===== src/rtl/uart_param_core.sv =====
// UART core: runtime baud divisor, oversampled RX, elaboration-time frame format.
// TX accepts on tx_data_valid && tx_ready (start bit next edge); RX has no backpressure, 1-cycle pulses.
module uart_param_core #(
  parameter int DATA_BITS   = 8,
  parameter int PARITY_MODE = 0,
  parameter int STOP_BITS   = 1,
  parameter int OVERSAMPLE  = 16,
  parameter int DIV_WIDTH   = 16
) (
  input  logic                 clk,
  input  logic                 rst_n,
  input  logic [DIV_WIDTH-1:0] baud_div,
  input  logic                 tx_data_valid,
  input  logic [DATA_BITS-1:0] tx_data,
  output logic                 tx_ready,
  output logic                 sout,
  output logic                 tx_busy,
  input  logic                 sin,
  output logic                 rx_data_valid,
  output logic [DATA_BITS-1:0] rx_data,
  output logic                 rx_busy,
  output logic                 rx_parity_error,
  output logic                 rx_frame_error
);
  localparam bit HAS_PAR = (PARITY_MODE != 0);
  localparam bit ODD     = (PARITY_MODE == 1);
  localparam int TW      = $clog2(OVERSAMPLE + 1);
  localparam int BW      = $clog2(DATA_BITS + 1);

  typedef enum logic [2:0] {IDLE, START, DATA, PARITY, STOP, WAIT_HIGH} state_t;

  // ---------------- transmitter ----------------
  state_t               tx_state, tx_next;
  logic [DIV_WIDTH-1:0] tx_div, tx_div_cnt;
  logic [TW-1:0]        tx_tick_cnt;
  logic [BW-1:0]        tx_bit_cnt;
  logic [DATA_BITS-1:0] tx_shift;
  logic                 tx_par, tx_stop_cnt;
  logic                 tx_bit_end, tx_last_data, tx_last_stop;

  assign tx_ready     = (tx_state == IDLE);
  assign tx_busy      = !tx_ready;
  assign tx_bit_end   = (tx_div_cnt == tx_div) && (tx_tick_cnt == TW'(OVERSAMPLE - 1));
  assign tx_last_data = (tx_bit_cnt == BW'(DATA_BITS - 1));
  assign tx_last_stop = (tx_stop_cnt == 1'(STOP_BITS - 1));

  always_ff @(posedge clk) begin
    if (!rst_n) tx_state <= IDLE;
    else        tx_state <= tx_next;
  end

  always_comb begin
    tx_next = tx_state;
    case (tx_state)
      IDLE:    if (tx_data_valid) tx_next = START;
      START:   if (tx_bit_end) tx_next = DATA;
      DATA:    if (tx_bit_end && tx_last_data) tx_next = HAS_PAR ? PARITY : STOP;
      PARITY:  if (tx_bit_end) tx_next = STOP;
      STOP:    if (tx_bit_end && tx_last_stop) tx_next = IDLE;
      default: tx_next = IDLE;
    endcase
  end

  always_ff @(posedge clk) begin
    if (!rst_n) begin
      sout        <= 1'b1;
      tx_div      <= '0;
      tx_div_cnt  <= '0;
      tx_tick_cnt <= '0;
      tx_bit_cnt  <= '0;
      tx_shift    <= '0;
      tx_par      <= 1'b0;
      tx_stop_cnt <= 1'b0;
    end else begin
      // Bit timer is held at zero while idle so each frame starts a fresh period.
      if (tx_state == IDLE || tx_bit_end) begin
        tx_div_cnt  <= '0;
        tx_tick_cnt <= '0;
      end else if (tx_div_cnt == tx_div) begin
        tx_div_cnt  <= '0;
        tx_tick_cnt <= tx_tick_cnt + 1'b1;
      end else begin
        tx_div_cnt  <= tx_div_cnt + 1'b1;
      end
      case (tx_state)
        IDLE: begin
          sout <= !tx_data_valid;
          if (tx_data_valid) begin
            tx_shift    <= tx_data;
            tx_par      <= (^tx_data) ^ ODD;
            tx_div      <= baud_div;
            tx_bit_cnt  <= '0;
            tx_stop_cnt <= 1'b0;
          end
        end
        START: if (tx_bit_end) sout <= tx_shift[0];
        DATA: if (tx_bit_end) begin
          tx_bit_cnt <= tx_bit_cnt + 1'b1;
          tx_shift   <= tx_shift >> 1;
          sout       <= tx_last_data ? (HAS_PAR ? tx_par : 1'b1) : tx_shift[1];
        end
        PARITY: if (tx_bit_end) sout <= 1'b1;
        STOP:   if (tx_bit_end) tx_stop_cnt <= tx_stop_cnt + 1'b1;
        default: sout <= 1'b1;
      endcase
    end
  end

  // ---------------- receiver ----------------
  state_t               rx_state, rx_next;
  logic                 sync1, sync2;
  logic [DIV_WIDTH-1:0] rx_div, rx_div_cnt;
  logic [TW-1:0]        rx_tick_cnt;
  logic [BW-1:0]        rx_bit_cnt;
  logic [DATA_BITS-1:0] rx_shift;
  logic                 rx_stop_cnt, rx_perr, rx_ferr;
  logic                 rx_sample, rx_last_data, rx_last_stop, rx_timing;

  assign rx_busy      = (rx_state != IDLE);
  assign rx_timing    = (rx_state != IDLE) && (rx_state != WAIT_HIGH);
  assign rx_last_data = (rx_bit_cnt == BW'(DATA_BITS - 1));
  assign rx_last_stop = (rx_stop_cnt == 1'(STOP_BITS - 1));
  // First sample lands half a bit after the falling edge, later ones a full bit apart.
  assign rx_sample    = rx_timing && (rx_div_cnt == rx_div) &&
                        (rx_tick_cnt == ((rx_state == START) ? TW'(OVERSAMPLE / 2 - 1)
                                                             : TW'(OVERSAMPLE - 1)));

  always_ff @(posedge clk) begin
    if (!rst_n) rx_state <= IDLE;
    else        rx_state <= rx_next;
  end

  always_comb begin
    rx_next = rx_state;
    case (rx_state)
      IDLE:      if (!sync2) rx_next = START;
      START:     if (rx_sample) rx_next = sync2 ? IDLE : DATA;
      DATA:      if (rx_sample && rx_last_data) rx_next = HAS_PAR ? PARITY : STOP;
      PARITY:    if (rx_sample) rx_next = STOP;
      STOP:      if (rx_sample && rx_last_stop) rx_next = (rx_ferr || !sync2) ? WAIT_HIGH : IDLE;
      WAIT_HIGH: if (sync2) rx_next = IDLE;
      default:   rx_next = IDLE;
    endcase
  end

  always_ff @(posedge clk) begin
    if (!rst_n) begin
      sync1           <= 1'b1;
      sync2           <= 1'b1;
      rx_div          <= '0;
      rx_div_cnt      <= '0;
      rx_tick_cnt     <= '0;
      rx_bit_cnt      <= '0;
      rx_shift        <= '0;
      rx_stop_cnt     <= 1'b0;
      rx_perr         <= 1'b0;
      rx_ferr         <= 1'b0;
      rx_data         <= '0;
      rx_data_valid   <= 1'b0;
      rx_parity_error <= 1'b0;
      rx_frame_error  <= 1'b0;
    end else begin
      sync1           <= sin;
      sync2           <= sync1;
      rx_data_valid   <= 1'b0;
      rx_parity_error <= 1'b0;
      rx_frame_error  <= 1'b0;
      if (!rx_timing || rx_sample) begin
        rx_div_cnt  <= '0;
        rx_tick_cnt <= '0;
      end else if (rx_div_cnt == rx_div) begin
        rx_div_cnt  <= '0;
        rx_tick_cnt <= rx_tick_cnt + 1'b1;
      end else begin
        rx_div_cnt  <= rx_div_cnt + 1'b1;
      end
      case (rx_state)
        IDLE: if (!sync2) begin
          rx_div      <= baud_div;
          rx_bit_cnt  <= '0;
          rx_stop_cnt <= 1'b0;
          rx_perr     <= 1'b0;
          rx_ferr     <= 1'b0;
        end
        DATA: if (rx_sample) begin
          rx_shift   <= {sync2, rx_shift[DATA_BITS-1:1]};
          rx_bit_cnt <= rx_bit_cnt + 1'b1;
        end
        PARITY: if (rx_sample) rx_perr <= (sync2 != ((^rx_shift) ^ ODD));
        STOP: if (rx_sample) begin
          rx_stop_cnt <= rx_stop_cnt + 1'b1;
          rx_ferr     <= rx_ferr | !sync2;
          if (rx_last_stop) begin
            rx_data         <= rx_shift;
            rx_data_valid   <= 1'b1;
            rx_parity_error <= rx_perr;
            rx_frame_error  <= rx_ferr | !sync2;
          end
        end
        default: ;
      endcase
    end
  end
endmodule


===== config.mk =====
export PLATFORM = sky130hd
export DESIGN_NAME = uart_param_core
export DESIGN_NICKNAME = d
export VERILOG_FILES = /design/src/rtl/uart_param_core.sv
export SDC_FILE = /design/constraint.sdc
export NUM_CORES = 1
export LEC_CHECK = 0
export ABC_AREA = 0
export ABC_CLOCK_PERIOD_IN_PS = 3000
export CAP_MARGIN = 0
export CORE_MARGIN = 5
export CORE_UTILIZATION = 39
export CTS_BUF_LIST = sky130_fd_sc_hd__clkbuf_16
export DETAILED_ROUTE_END_ITERATION = 10
export PLACE_DENSITY = 0.55
export RECOVER_POWER = 100
export SYNTH_ARGS = -nofsm -noshare
export SYNTH_HDL_FRONTEND = slang
export SYNTH_SLANG_ARGS = --single-unit

===== constraint.sdc =====
create_clock -name clk -period 3 [get_ports clk]
set_input_delay 0.6 -clock clk [delete_from_list [all_inputs] [get_ports clk]]
set_output_delay 0.6 -clock clk [all_outputs]
set_load 0.005 [all_outputs]

Word-level counts from Yosys, hierarchy flattened --
Cells that the tools add are included. W data, S select, Z words.
Storage, ports and cells: register bits after elaboration 122, output and inout bits 15, logic and storage cells 154
Cells by class: add/sub/neg operators 8, eq/ne operators 32, multiplexer cells 41, bitwise operators 8, reduce and logical (&&, ||, !) cells 42
Operators with widths (number):
- $mux W3 | 12
- $add A16 B1 Y16 const B | 2
- $eq A16 B16 Y1 | 2
- $ne A2 B2 Y1 const B | 15
- $reduce_and A3 Y1 | 7
- $mux W4 | 5
- $pmux W3 S6 | 1
- $mux W8 | 2
- $pmux W4 S2 | 2
- $pmux W8 S2 | 1
- $pmux W3 S5 | 1
- $eq A3 B2 Y1 const B | 4
- $mux W1 | 11
- $add A5 B1 Y5 const B | 2
- $reduce_bool A2 Y1 | 5
- $eq A3 B3 Y1 const B | 3
- $add A4 B1 Y4 const B | 2
- $eq A4 B3 Y1 const B | 2
- $logic_and A1 B1 Y1 | 8
- $pmux W1 S2 | 4
- $reduce_xor A8 Y1 | 1
- $not A1 Y1 | 7
- $eq A3 B1 Y1 const B | 2
- $logic_not A3 Y1 | 2
- other kinds (18) | 28

Longest topological paths before layout --
word-level depth 7, gate-level depth with buffers 8, depth with buffers taken out 6

Worst setup path before layout --
Ideal clock, no wire load.
kind register to register, start reg rx_div_cnt[5], end reg rx_stop_cnt, data arrival time 1630 ps, data required time 2878 ps, path slack 1248 ps, stages on the path, launching flop included 7, path through dfxtp_1 > xor2_1 > nor4_4 > and4_1 > buf_4 > a21oi_1 > a311o_1
Between the ends: cells in the longest elaborated chain, start to end 5
Ends and longest elaborated chain:
- from (decl) | line 112 | logic [DIV_WIDTH-1:0] rx_div, rx_div_cnt;
- from (signal assigned) | line 175 | rx_div_cnt <= rx_div_cnt + 1'b1;
- $eq A16 B16 Y1 | line 124 | assign rx_sample = rx_timing && (rx_div_cnt == rx_div) &&
- $logic_and A1 B1 Y1 (2 in series) | line 124
- $ne A2 B2 Y1 (no line)
- $reduce_and A3 Y1 (no line)
- to (signal assigned) | line 191 | rx_stop_cnt <= rx_stop_cnt + 1'b1;
- to (decl) | line 116 | logic rx_stop_cnt, rx_perr, rx_ferr;
Every way passes these cells. A chain may end at the register's enable or synchronous reset.

Final worst setup path --
start reg tx_state[0], end out tx_ready
Between the ends: cells in the longest elaborated chain, start to end 1
Ends and longest elaborated chain:
- from (decl) | line 33 | state_t tx_state, tx_next;
- from (signal assigned) | line 49 | else tx_state <= tx_next;
- $logic_not A3 Y1 | line 41 | assign tx_ready = (tx_state == IDLE);
- to (decl) | line 15 | output logic tx_ready,
Every way passes these cells.

==> results.md <==
* Outcome: finished, final reports clean
* IO Count at 43
* Fraction of the mapped netlist area in simple logic gates at 0.246
* Setup TNS at 0 ps
* Rows at 44
* Area delta synth->final at 20.3%
* CP Data Required Time at 2400 ps
* CP arrival at around 2000 ps
* Setup Skew at approximately 10 ps
* Synth area leaders: dfxtp_1 43%, xor2_1 7.5%, nand2_1 6.9%
* Slew headroom at 0.182
* Clk buf depth at 2
* Top cell type's share of synthesized area at 0.426
* Area of the die at roughly 17000 um2
* M1 WL at 6.35 mm
* Total wire length at around 13 mm
* Leading area contributor after synthesis: dfxtp_1
* Worst-Skew Late Latency at ~420 ps
* Synthesized area at between 5000 and 6000 um2
* Setup crit end kind: output pin
* LEAKAGE at approximately 2.8 nW
* Nets at roughly 730
* Synth Area in XOR/XNOR at 0.107
* Final setup violation count at 0
* Ys async rst share at 0
* Count of cell types in the netlist at slightly below 60
* RSZ-0062 raised after global routing: false
* Fin crit period at approximately 2600 ps
* Setup bufs post-CTS at 0
* Port bufs at 42
* Clock root cell: clkbuf_16
* Top sig layer: met4
* Setup Slack @ Placement at ~650 ps
* Max VDD drop at 429 uV
* Reg2Reg Setup Slack at 480 ps
* Worst hold path depth at 1
* Htree depth at 4
* Critical Path Source Type: register
* FF-to-FF Start: rx_div_cnt[10]
* Period Utilization, post-route at 0.871
* Synth Register Bits at between 100 and 150
* Placed cell count at roughly 860
* Worst Tran Pin Value at about 1200 ps
* Core Util, Final at 0.476
* Initial antenna violation count at 0
* Fraction of layout instances using a drive strength above 1 at 0.0705
* Met2 wire length at roughly 6.2 mm
* CP Max Fanout at 8
* Synth Flop Type: dfxtp_1
* Synth warn at 0
* Reg2reg end: rx_shift[6]
* Worst setup path class: reg -> out
* Syn avg cell area at slightly below 9 um2
* Mux contribution to synthesized area at 0.0561
* Die Y at between 100 and 150 um
* Residual DRC at 0
* Fin. max-slew vios at 0
* Hold worst-path end: sync2
* Cells after Synth at 658
* Pwr dens at 647 nW/um2
* Post-DP HPWL at 9.43 mm
* Via Count at 4674
* Sink Count at 122
* Post-synth EDFFs at 0
* CTS Buf Count at 17
* Hold-fix buffer count after cts at 0
* DR WL/cell at between 10 and 15 um
* Worst Hold Class: reg -> reg
* Largest net degree at the start of global routing at 43
* Sequential fraction of the synthesis area at 0.426
* Post-route worst setup slack at about 390 ps
* FILL cells at 1397
* PostCTS Resize Cnt at 0
* DRT Pass-1 Iters at 7
* Initial DRC Count at ~260
* Max-cap viol count at 0
* Die Width at around 130 um
* Most instantiated library cell after synthesis: dfxtp_1
* N_diodes at 0
* Final Hold Viols at 0
* Fmax at between 0.3 and 0.4 GHz
* Syn Nets at 693
* Largest family of logic cells by synthesized area: simple AND/OR/NAND/NOR gates
* Synth top cells by count: 122 x dfxtp_1, 105 x nand2_1, 49 x xor2_1
* Initial core utilization at 0.396
* Clock-pin slew on the worst setup and hold paths at 60 ps
* GP Congestion at just over 0.8
* Hold wc startpoint: sync1
* Total core area at roughly 14000 um2
* TritonCTS clock tree: done
* Synth Area in Compound Gates at 0.113
* Non-Filler Instances at between 800 and 900
* Via count of the first global-routing pass at ~4700
* Adder-Cell Fraction of Synth Area at 0.0153
* Drt via density at between 5 and 6
* Global-route wire length before repair at about 23 mm
* GRT Residual Overflow at 0
* Critical Path Start: tx_state[0]
* R2r worst-path depth at 5
* Tot GR Track Use at 0.157
* ANT nets after route at 0
* Met3 Wirelength at between 400 and 500 um
worst max-delay path: stages (launching register included):
cell and delay (ps):
dfxtp_1 400, or3_1 490, inv_1 130, dlygate4sd3_1 580
sequential cells by signal (all words and copies together), names as in the netlist, 3 cells and up:
signal / count
rx_bit_cnt: 4
rx_data: 8
rx_div: 16
rx_div_cnt: 16
rx_shift: 8
rx_state: 3
rx_tick_cnt: 5
tx_bit_cnt: 4
tx_div: 16
tx_div_cnt: 16
tx_shift: 8
tx_state: 3
tx_tick_cnt: 5
worst max-delay path by stage:
| stage | to | cells after the start |
|---|---|---|
| finish | tx_ready | 3 |
| global placement | rx_shift[2] | 6 |
| detailed placement | rx_div_cnt[13] | 5 |
| floorplan | rx_stop_cnt | 6 |
| CTS | tx_ready | 3 |
| global route | rx_shift[2] | 5 |
through the flow:
step,hold WS [ps],power (mW),instance area (um2)
global route,453,4.66,6900
global placement,411,2.40,6320
CTS,423,4.55,6930
detailed placement,414,2.41,6320
floorplan,386,2.22,5730
finish,416,4.46,6900
cell usage in the layout, fill, tap and decap left out, types with 3 or more instances in the layout:
master | netlist | final
and3_1 | 11 | 11
nor3b_1 | 3 | 3
o21ai_0 | 8 | 9
a21oi_1 | 46 | 46
a311oi_1 | 3 | 3
clkbuf_1 | 24 | 4
nor3_1 | 7 | 7
dfxtp_1 | 122 | 122
ha_1 | 7 | 7
clkinv_2 | 0 | 4
a211oi_1 | 17 | 17
mux2i_1 | 31 | 31
clkbuf_16 | 0 | 17
a31oi_1 | 4 | 4
nor4_1 | 5 | 6
buf_4 | 2 | 8
and2_1 | 4 | 3
or3_1 | 9 | 9
and4_1 | 7 | 7
dlygate4sd3_1 | 0 | 16
xor2_1 | 49 | 49
bufinv_16 | 0 | 4
nor4_4 | 4 | 3
inv_1 | 13 | 15
nand3_1 | 38 | 38
nand2_1 | 105 | 105
xnor2_1 | 21 | 21
nand4_1 | 10 | 10
nor2_1 | 48 | 48
nand3b_1 | 4 | 4
nand2b_1 | 7 | 7
clkdlybuf4s50_1 | 0 | 26
cell families (layout without fill, tap and decap cells):
| logic type | after synthesis | after routing |
|---|---|---|
| multiplexers | 32 | 32 |
| buffers and inverters | 50 | 101 |
| AND/OR/NAND/NOR | 275 | 275 |
| adder cells (fa/ha/maj) | 7 | 7 |
| flip-flops | 122 | 122 |
| XOR/XNOR | 70 | 70 |
| AO/OA/AOI/OAI | 102 | 102 |
final cells by class:
type,count,area (um2),area share
Multi-Input combinational cell,486,3060,0.444
Inverter,14,52.6,0.00762
Clock buffer,17,425,0.0617
Sequential cell,122,2440,0.354
Tap cell,184,230,0.0334
Clock inverter,15,184,0.0267
Timing Repair Buffer,55,500,0.0726
where the power goes:
part	internal, mW	total (mW)	switching, mW
combinational	0.239	0.590	0.351
clock	1.37	2.10	0.727
sequential	1.69	1.77	0.0796
total	3.31	4.46	1.16
metal layers:
metal,global-route usage,up-vias
li1,-,2375
met1,0.204,2198
met2,0.245,84
met3,0.0432,17
met4,0.0652,0
met5,0,-
Note: power is estimated with default switching activity, not from simulation.
